--- src/rtl/hazard_ctrl_unit_pkg.sv ---
// Shared types for the pipeline hazard controller: FSM states, EX operand selects
// and the width of the load-use bubble counter.
package hazard_ctrl_unit_pkg;

  typedef enum logic [1:0] {
    RUN     = 2'b00,
    LDSTALL = 2'b01,
    HALTED  = 2'b10
  } hazard_state_t;

  typedef enum logic [1:0] {
    FWD_RF    = 2'b00,
    FWD_EXMEM = 2'b01,
    FWD_MEMWB = 2'b10
  } fwd_sel_t;

  // LOAD_LAT is at most 7, so LOAD_LAT-1 always fits in three bits.
  localparam int LDCNT_W = 3;

endpackage

--- src/rtl/hazard_ctrl_unit_if.sv ---
// Stage-register fields into the hazard controller and its pipeline-control outputs.
// The datapath side is the master; the hazard controller is the slave.
interface hazard_ctrl_unit_if #(
  parameter int REG_W = 5,
  parameter int CNT_W = 16
) ();
  import hazard_ctrl_unit_pkg::*;

  logic             ihit;
  logic             dhit;
  logic             exmem_ren;
  logic             exmem_wen;
  logic [REG_W-1:0] ifid_rs;
  logic [REG_W-1:0] ifid_rt;
  logic [REG_W-1:0] idex_rs;
  logic [REG_W-1:0] idex_rt;
  logic [REG_W-1:0] idex_wsel;
  logic [REG_W-1:0] exmem_wsel;
  logic [REG_W-1:0] memwb_wsel;
  logic             idex_regwen;
  logic             exmem_regwen;
  logic             memwb_regwen;
  logic             idex_memread;
  logic             exmem_brtaken;
  logic             memwb_halt;

  logic             pc_en;
  logic             ifid_en;
  logic             idex_en;
  logic             exmem_en;
  logic             memwb_en;
  logic             ifid_flush;
  logic             idex_flush;
  logic             exmem_flush;
  fwd_sel_t         fwd_a;
  fwd_sel_t         fwd_b;
  logic             halted;
  logic [CNT_W-1:0] stall_count;

  modport master (
    output ihit, dhit, exmem_ren, exmem_wen,
    output ifid_rs, ifid_rt, idex_rs, idex_rt,
    output idex_wsel, exmem_wsel, memwb_wsel,
    output idex_regwen, exmem_regwen, memwb_regwen,
    output idex_memread, exmem_brtaken, memwb_halt,
    input  pc_en, ifid_en, idex_en, exmem_en, memwb_en,
    input  ifid_flush, idex_flush, exmem_flush,
    input  fwd_a, fwd_b, halted, stall_count
  );

  modport slave (
    input  ihit, dhit, exmem_ren, exmem_wen,
    input  ifid_rs, ifid_rt, idex_rs, idex_rt,
    input  idex_wsel, exmem_wsel, memwb_wsel,
    input  idex_regwen, exmem_regwen, memwb_regwen,
    input  idex_memread, exmem_brtaken, memwb_halt,
    output pc_en, ifid_en, idex_en, exmem_en, memwb_en,
    output ifid_flush, idex_flush, exmem_flush,
    output fwd_a, fwd_b, halted, stall_count
  );

endinterface

--- src/rtl/hazard_ctrl_unit_forward_sel.sv ---
// Chooses the EX operand source for one register index.
// EX/MEM beats MEM/WB, register 0 is never forwarded, and FWD_EN=0 always reads the RF.
module forward_sel
  import hazard_ctrl_unit_pkg::*;
#(
  parameter int REG_W  = 5,
  parameter int FWD_EN = 1
) (
  input  logic [REG_W-1:0] i_src,
  input  logic             i_exmem_regwen,
  input  logic [REG_W-1:0] i_exmem_wsel,
  input  logic             i_memwb_regwen,
  input  logic [REG_W-1:0] i_memwb_wsel,
  output fwd_sel_t         o_sel
);

  logic w_exmem_hit;
  logic w_memwb_hit;

  assign w_exmem_hit = i_exmem_regwen && (i_exmem_wsel != '0) && (i_exmem_wsel == i_src);
  assign w_memwb_hit = i_memwb_regwen && (i_memwb_wsel != '0) && (i_memwb_wsel == i_src);

  always_comb begin
    o_sel = FWD_RF;
    if (FWD_EN != 0) begin
      if (w_exmem_hit) begin
        o_sel = FWD_EXMEM;
      end else if (w_memwb_hit) begin
        o_sel = FWD_MEMWB;
      end
    end
  end

endmodule

--- src/rtl/hazard_ctrl_unit.sv ---
// Central pipeline control for the 5-stage core: latch enables/flushes, PC stall,
// load-use bubbling, branch squash, sticky halt, EX forwarding and a stall counter.
module hazard_ctrl_unit
  import hazard_ctrl_unit_pkg::*;
#(
  parameter int REG_W    = 5,
  parameter int LOAD_LAT = 1,
  parameter int FWD_EN   = 1,
  parameter int CNT_W    = 16
) (
  input  logic              CLK,
  input  logic              RST,
  hazard_ctrl_unit_if.slave hz
);

  hazard_state_t      r_state;
  hazard_state_t      w_state_nxt;
  logic [LDCNT_W-1:0] r_ldcnt;
  logic [LDCNT_W-1:0] w_ldcnt_nxt;
  logic [CNT_W-1:0]   r_stall_count;

  logic     w_halted;
  logic     w_mem_wait;
  logic     w_ld_use;
  logic     w_raw_idex;
  logic     w_raw_exmem;
  logic     w_raw_stall;
  logic     w_stall_inc;
  logic     w_pc_en;
  logic     w_ifid_en;
  logic     w_idex_en;
  logic     w_exmem_en;
  logic     w_memwb_en;
  logic     w_ifid_flush;
  logic     w_idex_flush;
  logic     w_exmem_flush;
  fwd_sel_t w_fwd_a;
  fwd_sel_t w_fwd_b;

  assign w_halted   = !RST && ((r_state == HALTED) || hz.memwb_halt);
  assign w_mem_wait = (hz.exmem_ren || hz.exmem_wen) && !hz.dhit;

  assign w_raw_idex  = hz.idex_regwen && (hz.idex_wsel != '0) &&
                       ((hz.idex_wsel == hz.ifid_rs) || (hz.idex_wsel == hz.ifid_rt));
  assign w_raw_exmem = hz.exmem_regwen && (hz.exmem_wsel != '0) &&
                       ((hz.exmem_wsel == hz.ifid_rs) || (hz.exmem_wsel == hz.ifid_rt));
  assign w_ld_use    = hz.idex_memread && w_raw_idex;
  // MEM/WB needs no check: the register file writes before it reads.
  assign w_raw_stall = (FWD_EN == 0) && (w_raw_idex || w_raw_exmem);

  always_comb begin
    w_pc_en       = 1'b0;
    w_ifid_en     = 1'b0;
    w_idex_en     = 1'b0;
    w_exmem_en    = 1'b0;
    w_memwb_en    = 1'b0;
    w_ifid_flush  = 1'b0;
    w_idex_flush  = 1'b0;
    w_exmem_flush = 1'b0;
    w_state_nxt   = r_state;
    w_ldcnt_nxt   = r_ldcnt;

    if (RST) begin
      w_ifid_flush  = 1'b1;
      w_idex_flush  = 1'b1;
      w_exmem_flush = 1'b1;
    end else if (w_halted) begin
      w_state_nxt = HALTED;
    end else if (w_mem_wait) begin
      // Full freeze: nothing moves and the bubble counter holds.
    end else if (hz.exmem_brtaken) begin
      // A flush loads the NOP on its own, so flushed latches keep their enable low.
      w_pc_en       = 1'b1;
      w_ifid_flush  = 1'b1;
      w_idex_flush  = 1'b1;
      w_exmem_flush = 1'b1;
      w_memwb_en    = 1'b1;
      w_state_nxt   = RUN;
      w_ldcnt_nxt   = '0;
    end else if ((r_state == LDSTALL) || w_ld_use || w_raw_stall) begin
      w_idex_flush = 1'b1;
      w_exmem_en   = 1'b1;
      w_memwb_en   = 1'b1;
      if (r_state == LDSTALL) begin
        w_ldcnt_nxt = r_ldcnt - LDCNT_W'(1);
        if (r_ldcnt <= LDCNT_W'(1)) begin
          w_state_nxt = RUN;
        end
      end else if (w_ld_use && (LOAD_LAT > 1)) begin
        w_ldcnt_nxt = LDCNT_W'(LOAD_LAT - 1);
        w_state_nxt = LDSTALL;
      end
    end else if (!hz.ihit) begin
      w_ifid_flush = 1'b1;
      w_idex_en    = 1'b1;
      w_exmem_en   = 1'b1;
      w_memwb_en   = 1'b1;
    end else begin
      w_pc_en    = 1'b1;
      w_ifid_en  = 1'b1;
      w_idex_en  = 1'b1;
      w_exmem_en = 1'b1;
      w_memwb_en = 1'b1;
    end
  end

  forward_sel #(.REG_W(REG_W), .FWD_EN(FWD_EN)) u_fwd_a (
    .i_src          (hz.idex_rs),
    .i_exmem_regwen (hz.exmem_regwen),
    .i_exmem_wsel   (hz.exmem_wsel),
    .i_memwb_regwen (hz.memwb_regwen),
    .i_memwb_wsel   (hz.memwb_wsel),
    .o_sel          (w_fwd_a)
  );

  forward_sel #(.REG_W(REG_W), .FWD_EN(FWD_EN)) u_fwd_b (
    .i_src          (hz.idex_rt),
    .i_exmem_regwen (hz.exmem_regwen),
    .i_exmem_wsel   (hz.exmem_wsel),
    .i_memwb_regwen (hz.memwb_regwen),
    .i_memwb_wsel   (hz.memwb_wsel),
    .o_sel          (w_fwd_b)
  );

  assign w_stall_inc = !RST && !w_halted && !w_pc_en && (r_stall_count != '1);

  always_ff @(posedge CLK or posedge RST) begin
    if (RST) begin
      r_state       <= RUN;
      r_ldcnt       <= '0;
      r_stall_count <= '0;
    end else begin
      r_state <= w_state_nxt;
      r_ldcnt <= w_ldcnt_nxt;
      if (w_stall_inc) begin
        r_stall_count <= r_stall_count + CNT_W'(1);
      end
    end
  end

  assign hz.pc_en       = w_pc_en;
  assign hz.ifid_en     = w_ifid_en;
  assign hz.idex_en     = w_idex_en;
  assign hz.exmem_en    = w_exmem_en;
  assign hz.memwb_en    = w_memwb_en;
  assign hz.ifid_flush  = w_ifid_flush;
  assign hz.idex_flush  = w_idex_flush;
  assign hz.exmem_flush = w_exmem_flush;
  assign hz.fwd_a       = RST ? FWD_RF : w_fwd_a;
  assign hz.fwd_b       = RST ? FWD_RF : w_fwd_b;
  assign hz.halted      = w_halted;
  assign hz.stall_count = r_stall_count;

endmodule
--- src/flat_wrapper.sv ---
// flat-port wrapper written by rule: the top's interface ports become plain ports
module hazard_ctrl_unit_flat import hazard_ctrl_unit_pkg::*;
#(
  parameter int REG_W    = 5,
  parameter int LOAD_LAT = 1,
  parameter int FWD_EN   = 1,
  parameter int CNT_W    = 16
)
  (CLK, RST, hz_ihit, hz_dhit, hz_exmem_ren, hz_exmem_wen, hz_ifid_rs, hz_ifid_rt, hz_idex_rs, hz_idex_rt, hz_idex_wsel, hz_exmem_wsel, hz_memwb_wsel, hz_idex_regwen, hz_exmem_regwen, hz_memwb_regwen, hz_idex_memread, hz_exmem_brtaken, hz_memwb_halt, hz_pc_en, hz_ifid_en, hz_idex_en, hz_exmem_en, hz_memwb_en, hz_ifid_flush, hz_idex_flush, hz_exmem_flush, hz_fwd_a, hz_fwd_b, hz_halted, hz_stall_count);
  hazard_ctrl_unit_if #(.REG_W(REG_W), .CNT_W(CNT_W)) hz_i ();
  input  logic CLK;
  input  logic RST;
  input wire logic [$bits(hz_i.ihit)-1:0] hz_ihit;
  input wire logic [$bits(hz_i.dhit)-1:0] hz_dhit;
  input wire logic [$bits(hz_i.exmem_ren)-1:0] hz_exmem_ren;
  input wire logic [$bits(hz_i.exmem_wen)-1:0] hz_exmem_wen;
  input wire logic [$bits(hz_i.ifid_rs)-1:0] hz_ifid_rs;
  input wire logic [$bits(hz_i.ifid_rt)-1:0] hz_ifid_rt;
  input wire logic [$bits(hz_i.idex_rs)-1:0] hz_idex_rs;
  input wire logic [$bits(hz_i.idex_rt)-1:0] hz_idex_rt;
  input wire logic [$bits(hz_i.idex_wsel)-1:0] hz_idex_wsel;
  input wire logic [$bits(hz_i.exmem_wsel)-1:0] hz_exmem_wsel;
  input wire logic [$bits(hz_i.memwb_wsel)-1:0] hz_memwb_wsel;
  input wire logic [$bits(hz_i.idex_regwen)-1:0] hz_idex_regwen;
  input wire logic [$bits(hz_i.exmem_regwen)-1:0] hz_exmem_regwen;
  input wire logic [$bits(hz_i.memwb_regwen)-1:0] hz_memwb_regwen;
  input wire logic [$bits(hz_i.idex_memread)-1:0] hz_idex_memread;
  input wire logic [$bits(hz_i.exmem_brtaken)-1:0] hz_exmem_brtaken;
  input wire logic [$bits(hz_i.memwb_halt)-1:0] hz_memwb_halt;
  output wire logic [$bits(hz_i.pc_en)-1:0] hz_pc_en;
  output wire logic [$bits(hz_i.ifid_en)-1:0] hz_ifid_en;
  output wire logic [$bits(hz_i.idex_en)-1:0] hz_idex_en;
  output wire logic [$bits(hz_i.exmem_en)-1:0] hz_exmem_en;
  output wire logic [$bits(hz_i.memwb_en)-1:0] hz_memwb_en;
  output wire logic [$bits(hz_i.ifid_flush)-1:0] hz_ifid_flush;
  output wire logic [$bits(hz_i.idex_flush)-1:0] hz_idex_flush;
  output wire logic [$bits(hz_i.exmem_flush)-1:0] hz_exmem_flush;
  output wire logic [$bits(hz_i.fwd_a)-1:0] hz_fwd_a;
  output wire logic [$bits(hz_i.fwd_b)-1:0] hz_fwd_b;
  output wire logic [$bits(hz_i.halted)-1:0] hz_halted;
  output wire logic [$bits(hz_i.stall_count)-1:0] hz_stall_count;
  assign hz_i.ihit = hz_ihit;
  assign hz_i.dhit = hz_dhit;
  assign hz_i.exmem_ren = hz_exmem_ren;
  assign hz_i.exmem_wen = hz_exmem_wen;
  assign hz_i.ifid_rs = hz_ifid_rs;
  assign hz_i.ifid_rt = hz_ifid_rt;
  assign hz_i.idex_rs = hz_idex_rs;
  assign hz_i.idex_rt = hz_idex_rt;
  assign hz_i.idex_wsel = hz_idex_wsel;
  assign hz_i.exmem_wsel = hz_exmem_wsel;
  assign hz_i.memwb_wsel = hz_memwb_wsel;
  assign hz_i.idex_regwen = hz_idex_regwen;
  assign hz_i.exmem_regwen = hz_exmem_regwen;
  assign hz_i.memwb_regwen = hz_memwb_regwen;
  assign hz_i.idex_memread = hz_idex_memread;
  assign hz_i.exmem_brtaken = hz_exmem_brtaken;
  assign hz_i.memwb_halt = hz_memwb_halt;
  assign hz_pc_en = hz_i.pc_en;
  assign hz_ifid_en = hz_i.ifid_en;
  assign hz_idex_en = hz_i.idex_en;
  assign hz_exmem_en = hz_i.exmem_en;
  assign hz_memwb_en = hz_i.memwb_en;
  assign hz_ifid_flush = hz_i.ifid_flush;
  assign hz_idex_flush = hz_i.idex_flush;
  assign hz_exmem_flush = hz_i.exmem_flush;
  assign hz_fwd_a = hz_i.fwd_a;
  assign hz_fwd_b = hz_i.fwd_b;
  assign hz_halted = hz_i.halted;
  assign hz_stall_count = hz_i.stall_count;
  hazard_ctrl_unit #(.REG_W(REG_W), .LOAD_LAT(LOAD_LAT), .FWD_EN(FWD_EN), .CNT_W(CNT_W)) u_core (.CLK(CLK), .RST(RST), .hz(hz_i));
endmodule
--- config.mk ---
export PLATFORM = sky130hd
export DESIGN_NAME = hazard_ctrl_unit_flat
export DESIGN_NICKNAME = d
export VERILOG_FILES = /design/src/rtl/hazard_ctrl_unit_pkg.sv /design/src/rtl/hazard_ctrl_unit_if.sv /design/src/rtl/hazard_ctrl_unit_forward_sel.sv /design/src/rtl/hazard_ctrl_unit.sv /design/src/flat_wrapper.sv
export SDC_FILE = /design/constraint.sdc
export NUM_CORES = 1
export LEC_CHECK = 0
export ABC_AREA = 1
export BUFFER_PORTS_ARGS = -buffer_cell sky130_fd_sc_hd__buf_4
export CAP_MARGIN = 20
export CORE_ASPECT_RATIO = 0.5
export CORE_MARGIN = 5
export CORE_UTILIZATION = 43
export CTS_CLUSTER_DIAMETER = 100
export DETAILED_ROUTE_END_ITERATION = 8
export GPL_TIMING_DRIVEN = 0
export PLACE_DENSITY_LB_ADDON = 0.3
export SETUP_SLACK_MARGIN = 0.2
export SYNTH_ARGS = -nofsm -noshare
export SYNTH_HDL_FRONTEND = slang
export SYNTH_SLANG_ARGS = --single-unit
--- constraint.sdc ---
create_clock -name CLK -period 1.6 [get_ports CLK]
set_input_delay 0.16 -clock CLK [delete_from_list [all_inputs] [get_ports CLK]]
set_output_delay 0.16 -clock CLK [all_outputs]
set_load 0.02 [all_outputs]
* Yosys cells after proc, flatten, opt, wreduce, memory -nomap -nowiden
Index checks and enable logic that the tools add are counted.
** Cells by class
- $add $sub $neg :: 2
- Multiplexer cells :: 52
- Reductions and logical operators :: 32
- Bitwise operators :: 3
- Magnitude comparators :: 1
- Equal/unequal tests :: 10
** Operators with widths (count)
- $mux W1 :: 37
- $eq A5 B5 Y1 :: 6
- $mux W2 :: 12
- $add A16 B1 Y16 const B :: 1
- $ne A16 B16 Y1 const B :: 1
- $reduce_bool A5 Y1 :: 3
- $logic_and A1 B1 Y1 :: 14
- $reduce_and A5 Y1 :: 2
- $mux W3 :: 3
- $reduce_bool A3 Y1 :: 3
- $logic_not A1 Y1 :: 4
- $logic_or A1 B1 Y1 :: 4
- $reduce_bool A2 Y1 :: 2
- $le A3 B1 Y1 const B :: 1
- $not A1 Y1 :: 3
- $sub A3 B1 Y3 const B :: 1
- $eq A2 B1 Y1 const B :: 1
- $eq A2 B2 Y1 const B :: 1
- $ne A2 B1 Y1 const B :: 1
** Storage, ports and cells
- Bits in registers :: 21
- Logic and storage cells :: 103
- Input port bits :: 47
- Output and inout bits :: 29

* Logic depth before layout (Yosys ltp)
Gate-level depths: netlist of the first run.
- Depth in word-level cells :: 13
- Gate-level depth with buffers :: 12

* Hierarchy
From an unflattened synthesis of the first run, not the netlist that was laid out.
** Second synthesis, totals
- Cells, all modules :: 326
- Area total of the unflattened synthesis :: 1868.0 um^2
** Modules (own cells, without submodules)
- hazard_ctrl_unit :: sequential area each 425.4 um^2, instances 1, cells an instance 224, area an instance 1425.1 um^2
- forward_sel :: sequential area each 0.0 um^2, instances 2, cells an instance 51, area an instance 221.5 um^2

* Worst setup path after synthesis of the first run
No wires, ideal clock.
- Kind :: register to output
- From :: reg u_core.r_state[1]
- To :: out hz_idex_flush
- Data required time :: 1.440 ns
- Cell stages (with the launch flop) :: 7
- Buffers on the path :: 0
- Arrival time :: 1.854 ns
- Path slack :: -0.414 ns
- Cells stage by stage :: dfrtp_1 inv_1 a21oi_1 or2_2 o21ai_0 inv_1 o21ai_0
** Between the ends
- Elaborated cells on any way between the ends :: 10
- Those cells by class :: 2 x eq/ne; 5 x mux; 3 x reduce/logical
** RTL lines
- start, declared :: line hazard_ctrl_unit.sv:16 : hazard_state_t r_state;
- start signal, assigned :: line hazard_ctrl_unit.sv:133 : r_state <= w_state_nxt;
- $eq A2 B2 Y1 :: line hazard_ctrl_unit.sv:40 : assign w_halted = !RST && ((r_state == HALTED) || hz.memwb_halt);
- $logic_or A1 B1 Y1 :: line hazard_ctrl_unit.sv:40
- $logic_and A1 B1 Y1 :: line hazard_ctrl_unit.sv:40
- via hz_halted :: line flat_wrapper.sv:40 : output wire logic [$bits(hz_i.halted)-1:0] hz_halted;
- $mux W1 :: line hazard_ctrl_unit.sv:67 : end else if (w_halted) begin
- $mux W1 :: line hazard_ctrl_unit.sv:63 : if (RST) begin
- end, declared :: line flat_wrapper.sv:36 : output wire logic [$bits(hz_i.idex_flush)-1:0] hz_idex_flush;
The timed path passes the listed nets, and every way through them passes these cells.

* Worst setup path in the final report of the first run
- From :: reg u_core.r_state[1]
- To :: out hz_ifid_flush
** Between the ends
- Cells in the longest elaborated chain, start to end :: 7
- Elaborated cells on any way between the ends :: 10
- Those cells by class :: 2 x eq/ne; 5 x mux; 3 x reduce/logical
** RTL lines
- $eq A2 B1 Y1 :: line hazard_ctrl_unit.sv:80 : end else if ((r_state == LDSTALL) || w_ld_use || w_raw_stall) begin
- $logic_or A1 B1 Y1 :: line hazard_ctrl_unit.sv:80
- $mux W1 :: line hazard_ctrl_unit.sv:80
- $mux W1 :: line hazard_ctrl_unit.sv:71 : end else if (hz.exmem_brtaken) begin
- $mux W1 :: line hazard_ctrl_unit.sv:69 : end else if (w_mem_wait) begin
- $mux W1 * :: line hazard_ctrl_unit.sv:67
- $mux W1 * :: line hazard_ctrl_unit.sv:63
- end, declared :: line flat_wrapper.sv:35 : output wire logic [$bits(hz_i.ifid_flush)-1:0] hz_ifid_flush;
Mark *: on every way between the ends. The rest lies on a longest branch, timed or not.

==> results of run 1 <==
==> worst register-to-register path: stages (launching register included) <==
cell and delay [ns]:
dfrtp_1 0.42, nor3_4 0.21, nand2_4 0.12, nor2_4 0.14, buf_6 0.11, buf_6 0.09
nand2_4 0.06, nand4_4 0.13, buf_6 0.16, nand2_2 0.05, nand2_1 0.06
==> final cells by class <==
| type | count | area, um2 | area share |
|---|---|---|---|
| multi-input cells | 196 | 1380 | 0.458 |
| repair buffers | 106 | 886 | 0.294 |
| flip-flops and latches | 17 | 434 | 0.144 |
| inverters | 40 | 159 | 0.0527 |
| well taps | 54 | 67.6 | 0.0224 |
| clock buffers | 4 | 45.0 | 0.0149 |
| plain buffers | 4 | 38.8 | 0.0129 |
| repair inverters | 1 | 5.00 | 0.00166 |
==> path summary, 6_finish.rpt <==
| check | from | endpoint | slack (ns) | cells past startpoint |
|---|---|---|---|---|
| worst min register to register | u_core.hz.stall_count[10] | u_core.hz.stall_count[10] | 0.54 | 2 |
| worst min-delay path | hz_memwb_halt | u_core.r_state[1] | 0.25 | 3 |
| min in group asynchronous | RST | u_core.hz.stall_count[1] | 0.44 | 3 |
| worst max register to register | u_core.r_state[1] | u_core.hz.stall_count[15] | 0.01 | 10 |
| max in group asynchronous | RST | u_core.hz.stall_count[5] | 0.72 | 3 |
| worst max-delay path | u_core.r_state[1] | hz_ifid_flush | -0.1 | 7 |
==> layer usage <==
layer,wire length [um],vias up,global-route usage,part of all wire
li1,-,1047,-,-
met1,2560,1062,0.263,0.38
met2,3390,148,0.440,0.50
met3,575,32,0.0509,0.085
met4,218,0,0.0952,0.032
met5,0,-,0,0
==> report_power, final <==
group	internal, mW	total [mW]	switching, mW	leakage (nW)
registers	0.429	0.429	0	0.221
clock network	0.178	0.348	0.170	0.0228
logic	0.175	0.345	0.171	1.26
total	0.781	1.12	0.341	1.51
==> registers in the layout (all words and copies together), names as in the netlist <==
register,count
u_core.hz.stall_count,16
u_core.r_state,1
==> cells in the mapped netlist (all sizes together) <==
| master | n | area share |
|---|---|---|
| a21oi | 2 | 0.0081 |
| buf | 4 | 0.016 |
| dfrtp | 17 | 0.25 |
| ha | 1 | 0.0074 |
| inv | 40 | 0.089 |
| nand2 | 73 | 0.17 |
| nand3 | 16 | 0.047 |
| nand4 | 20 | 0.087 |
| nor2 | 24 | 0.058 |
| nor3 | 11 | 0.039 |
| nor4 | 4 | 0.015 |
| o21ai | 4 | 0.012 |
| o31ai | 1 | 0.0044 |
| o41ai | 1 | 0.0052 |
| or2 | 6 | 0.022 |
| xnor2 | 13 | 0.067 |
| xor2 | 20 | 0.10 |
==> logic make-up after synthesis <==
kind of cell / Yosys count / synth area share
fa+ha+maj: 1 / 0.00741
flops: 17 / 0.252
compound gates: 8 / 0.0296
xor+xnor: 33 / 0.171
buf+inv: 44 / 0.105
simple gates: 154 / 0.435
==> repair_timing <==
item,in CTS,in global routing
pin swaps,10,37
setup buffers,19,8
resized for setup,34,45
setup endpoints to repair,28,28
gates cloned,2,0
endpoints found under the hold margin,15,0
hold buffers,3,0
==> metrics by stage <==
step | area [um2] | utilization | total power [mW] | setup TNS [ns] | setup WS [ns]
after floorplan | 1820 | - | 0.567 | 0 | 0.0620
after global routing | 3020 | 0.785 | 1.17 | -1.82 | -0.159
after global placement | 2450 | 0.637 | 0.709 | -1.33 | -0.119
final | 3020 | 0.785 | 1.12 | -0.387 | -0.0974
after CTS | 2800 | 0.728 | 1.08 | -0.520 | -0.0966
after detailed placement | 2450 | 0.637 | 0.720 | -2.21 | -0.181
==> cells in the final DEF (no fill, tap or decap), drive strengths merged, types with 6 or more instances in the layout <==
master / synthesis / routed
nor3: 11 / 11
nand2: 73 / 73
inv: 40 / 39
nand3: 16 / 16
or2: 6 / 6
xnor2: 13 / 13
dfrtp: 17 / 17
buf: 4 / 107
nand4: 20 / 20
xor2: 20 / 20
nor2: 24 / 24
==> results.md, run 1 <==
- Core Box Area: 3840 um2
- Final Hold Vio Count: 0
- IO Port Bufs: 75
- Layout cells sized above 1: 0.497
- Clock Skews: 0.00821 ns
- Critical Path Fanout Max: 3
- Period utilization: 1.06
- Worst setup margin: -0.0974 ns
- CTS tree: built
- Largest stage delay on the critical path: 0.42 ns
- Die X: 98.6 um
- Post-Place Cells: 386
- Via count: 2289
- Worst-path cell chain: inv_2 > a21oi_4 > or2_4 > o21ai_4 > inv_2 > o31ai_4 > buf_6
- WP buf/inv: 3
- Post-synthesis sequential area ratio: 0.252
- Largest net degree at the start of global routing: 11
- Post-route minimum period: 1.70 ns
- Post-synth cell types: 27
- Maximum vdd drop: 0.000204 V
- Number of buffers created by CTS: 3
- Finished Layout Cells: 422
- CTS max path bufs: 2
- Fmax: 589 MHz
- Fin Hold WS: 0.247 ns
- Slew Viols, Final: 0
- GPL Wtd Cong: 0.929
- Initial drt markers: 192
- Max-cap viol count: 0
- Pwr/cell area: 372 nW/um2
- FP Rows: 16
- Filler cell count in the final layout: 242
- First-pass DRT Iterations: 5
- Synth Warn #: 0
- Initial antenna violation count: 0
- DR vias/cell: 5.42
- Drt total wl: 6750 um
- Slowest CP cell: dfrtp_1
- First-pass GRT wire length: 9920 um
- Syn_nets: 305
- GRT overflow: 0
- Mapped Cells: 257
- Vias in the first global route: 2170
- Die area: 5360 um2
- Mean Syn Cell Area: 6.57 um2
- CP most frequent cell: inv_2
- Die Ht: 54.3 um
- # DRC: 0
- Outcome: finished with violations
- RSZ-0062 raised after global routing: true
- Critical path class: reg2out
- # H-tree levels: 1
- Failing checks: negative setup slack
- Clock sink count: 17
- NumNets Final: 417
- Slew margin rel.: 0.716
- WL/cell: 16.0 um
- Clk root buf: clkbuf_8
- I/O Pins: 76
- Crit. End Element: output pin
- Startpoint Class: flop
- Pleak: 1.51 nW
- Ant diodes: 0
- Final setup fails: 6
- Area Overhead vs Synth: 78.5%
- Initial core utilization: 0.439
- CP delay by family, top: flip-flops
- Clock transition at the registers of the reported paths: 0.07 ns
- Final ANT Viol Nets: 0
- DP Wirelength: 4020 um
- Worst path arrival time: 1.54 ns
- Least-Margin Pin Slew: 0.421 ns
- Worst endpoint required time: 1.44 ns
- Syn Std Cell Area: 1690 um2
- Clock latency on the worst-skew pair: 0.27 ns
- Hold Crit Class: in2reg
- GR Util All Layers: 0.232
- Synthesized flop and latch total: 17
Note: power is estimated with default switching activity, not from simulation.
==> run 2: changes to the inputs <==
==> constraint.sdc (replaced) <==
create_clock -name CLK -period 1.6 [get_ports CLK]
set_input_delay 0.16 -clock CLK [delete_from_list [all_inputs] [get_ports CLK]]
set_output_delay 0.16 -clock CLK [all_outputs]
set_load 0.01 [all_outputs]
==> results.md, run 2 (synthesis gave the netlist of run 1 again) <==
- Outcome: finished with violations
- Failing checks: negative setup slack
- Layout cells sized above 1: 0.496
- Commonest non-fill, non-tap cell in the layout: buf_4
- DP Wirelength: 3910 um
- Final Hold Vio Count: 0
- First-pass GRT wire length: 8470 um
- CP most frequent cell: inv_2
- Initial antenna violation count: 0
- Post-layout total power: 1.07 mW
- Final ANT Viol Nets: 0
- CTS tree: built
- R2R Setup Slk: 0.06 ns
- NumNets Final: 410
- Via count: 2084
- Hold Crit Class: in2reg
- Largest net degree at the start of global routing: 21
- Final setup fails: 3
- Drt total wl: 5910 um
- Max FFs per register: 16
- # DRC: 0
- Critical Path Fanout Max: 3
- Core Box Area: 3840 um2
- Vias in the first global route: 2010
- Die Ht: 54.3 um
- Slew margin rel.: 0.662
- Worst-path cell chain: inv_2 > a21oi_2 > or2_4 > o21ai_4 > inv_2 > o31ai_2 > buf_4
- Number of buffers created by CTS: 3
- GR Util All Layers: 0.195
- Initial core utilization: 0.439
- # H-tree levels: 1
- Die area: 5360 um2
- CTS max path bufs: 2
- Clock Skews: 0.000729 ns
- DP Worst Slack: -0.171 ns
- Critical path class: reg2out
- Beginning of the critical path: u_core.r_state[1]
- Most Crowded Layer GR: met2
- Startpoint Class: flop
- CP delay by family, top: flip-flops
- Post-route minimum period: 1.65 ns
- Min-delay src: RST
- Worst setup margin: -0.0466 ns
- FP Rows: 16
- RR Startpoint: u_core.hz.stall_count[7]
- Worst path arrival time: 1.49 ns
- Slew Viols, Final: 0
- Filler cell count in the final layout: 300
- Least-Margin Pin Slew: 0.505 ns
- Clock transition at the registers of the reported paths: 0.07 ns
- Max-cap viol count: 0
- GR Util met2: 0.400
- Maximum vdd drop: 0.000282 V
- Clock latency on the worst-skew pair: 0.25 ns
- Commonest non-fill, non-tap cells in the layout: buf_4, nand2_1, inv_1
- Fin Hold WS: 0.199 ns
- Met1 track demand over resource: 0.209
- Ant diodes: 0
- Clock sink count: 17
- GPL Wtd Cong: 0.894
- Die X: 98.6 um
- I/O Pins: 76
- Reg area: 433 um2
- Pwr/cell area: 373 nW/um2
- Initial drt markers: 54
- WP buf/inv: 3
- GRT overflow: 0
- IO Port Bufs: 75
- Fmax: 607 MHz
- WL/cell: 14.2 um
- Area Overhead vs Synth: 70.4%
- Multi-input gate area: 1360 um2
- Worst endpoint required time: 1.44 ns
- Slowest CP cell: dfrtp_1
- Largest stage delay on the critical path: 0.42 ns
- First-pass DRT Iterations: 4
- Period utilization: 1.03
- RSZ-0062 raised after global routing: true
- Post-layout util: 0.749
- Clk root buf: clkbuf_8
- Met3 Usage GRT: 0.0267
- Crit. End Element: output pin
- Pleak: 1.45 nW
- DR vias/cell: 5.02
-- run 2: cell types whose count changed in the layout (fill, tap and decap cells not counted), sizes merged --
cell | previous run | this run
dlygate4sd3 | 3 | 2
clkbuf | 4 | 3
clkinv | 0 | 1
buf | 107 | 101
-- run 2: worst paths after layout --
path                                       endpoint  cells past startpoint
min in group asynchronous         u_core.r_state[1]                      3
min                               u_core.r_state[1]                      2
min reg2reg                u_core.hz.stall_count[9]                      2
max                                   hz_ifid_flush                      7
max in group asynchronous  u_core.hz.stall_count[3]                      3
max reg2reg                u_core.hz.stall_count[0]                      7
-- run 2: report_power, final --
part	total (mW)	internal [mW]	switching, mW
clock	0.330	0.173	0.157
sequential	0.429	0.429	0
combinational	0.315	0.162	0.153
total	1.07	0.764	0.310
-- run 2: timing repair --
action	in CTS	in global routing
hold buffers	0	2
gates cloned	0	2
setup endpoints to repair	28	28
hold endpoints to repair	0	9
buffers inserted	11	10
pin swaps	7	20
gates resized for setup	20	53
-- run 2: layout make-up --
type / count / share of cell area
timing repair buffer: 99 / 0.268
multi-input combinational: 196 / 0.474
tap: 54 / 0.0235
inverter: 40 / 0.0535
clock inverter: 1 / 0.00174
clock buffer: 3 / 0.0143
buffer: 4 / 0.0135
timing repair inverter: 1 / 0.00174
sequential: 17 / 0.150
-- run 2: through the flow --
step | instances | area (um2) | TNS, ns
2_1_floorplan | 257 | 1750 | 0
3_3_place_gp | 386 | 2380 | -0.848
3_5_place_dp | 386 | 2380 | -1.34
4_1_cts | 401 | 2610 | -0.303
5_1_grt | 415 | 2880 | -0.896
6_report | 415 | 2880 | -0.0788
-- run 2: per-layer routing --
layer | vias up | wire length (um)
met5 | - | 0
met1 | 978 | 2270
met4 | 0 | 132
li1 | 1030 | -
met2 | 63 | 3240
met3 | 13 | 269
-- run 2: worst register-to-register path, delay by kind of cell, from the launching register on --
family	cells	cell delay, ns
buffers and inverters	1	0.15
and+or+nand+nor	6	0.89
DFF	1	0.42
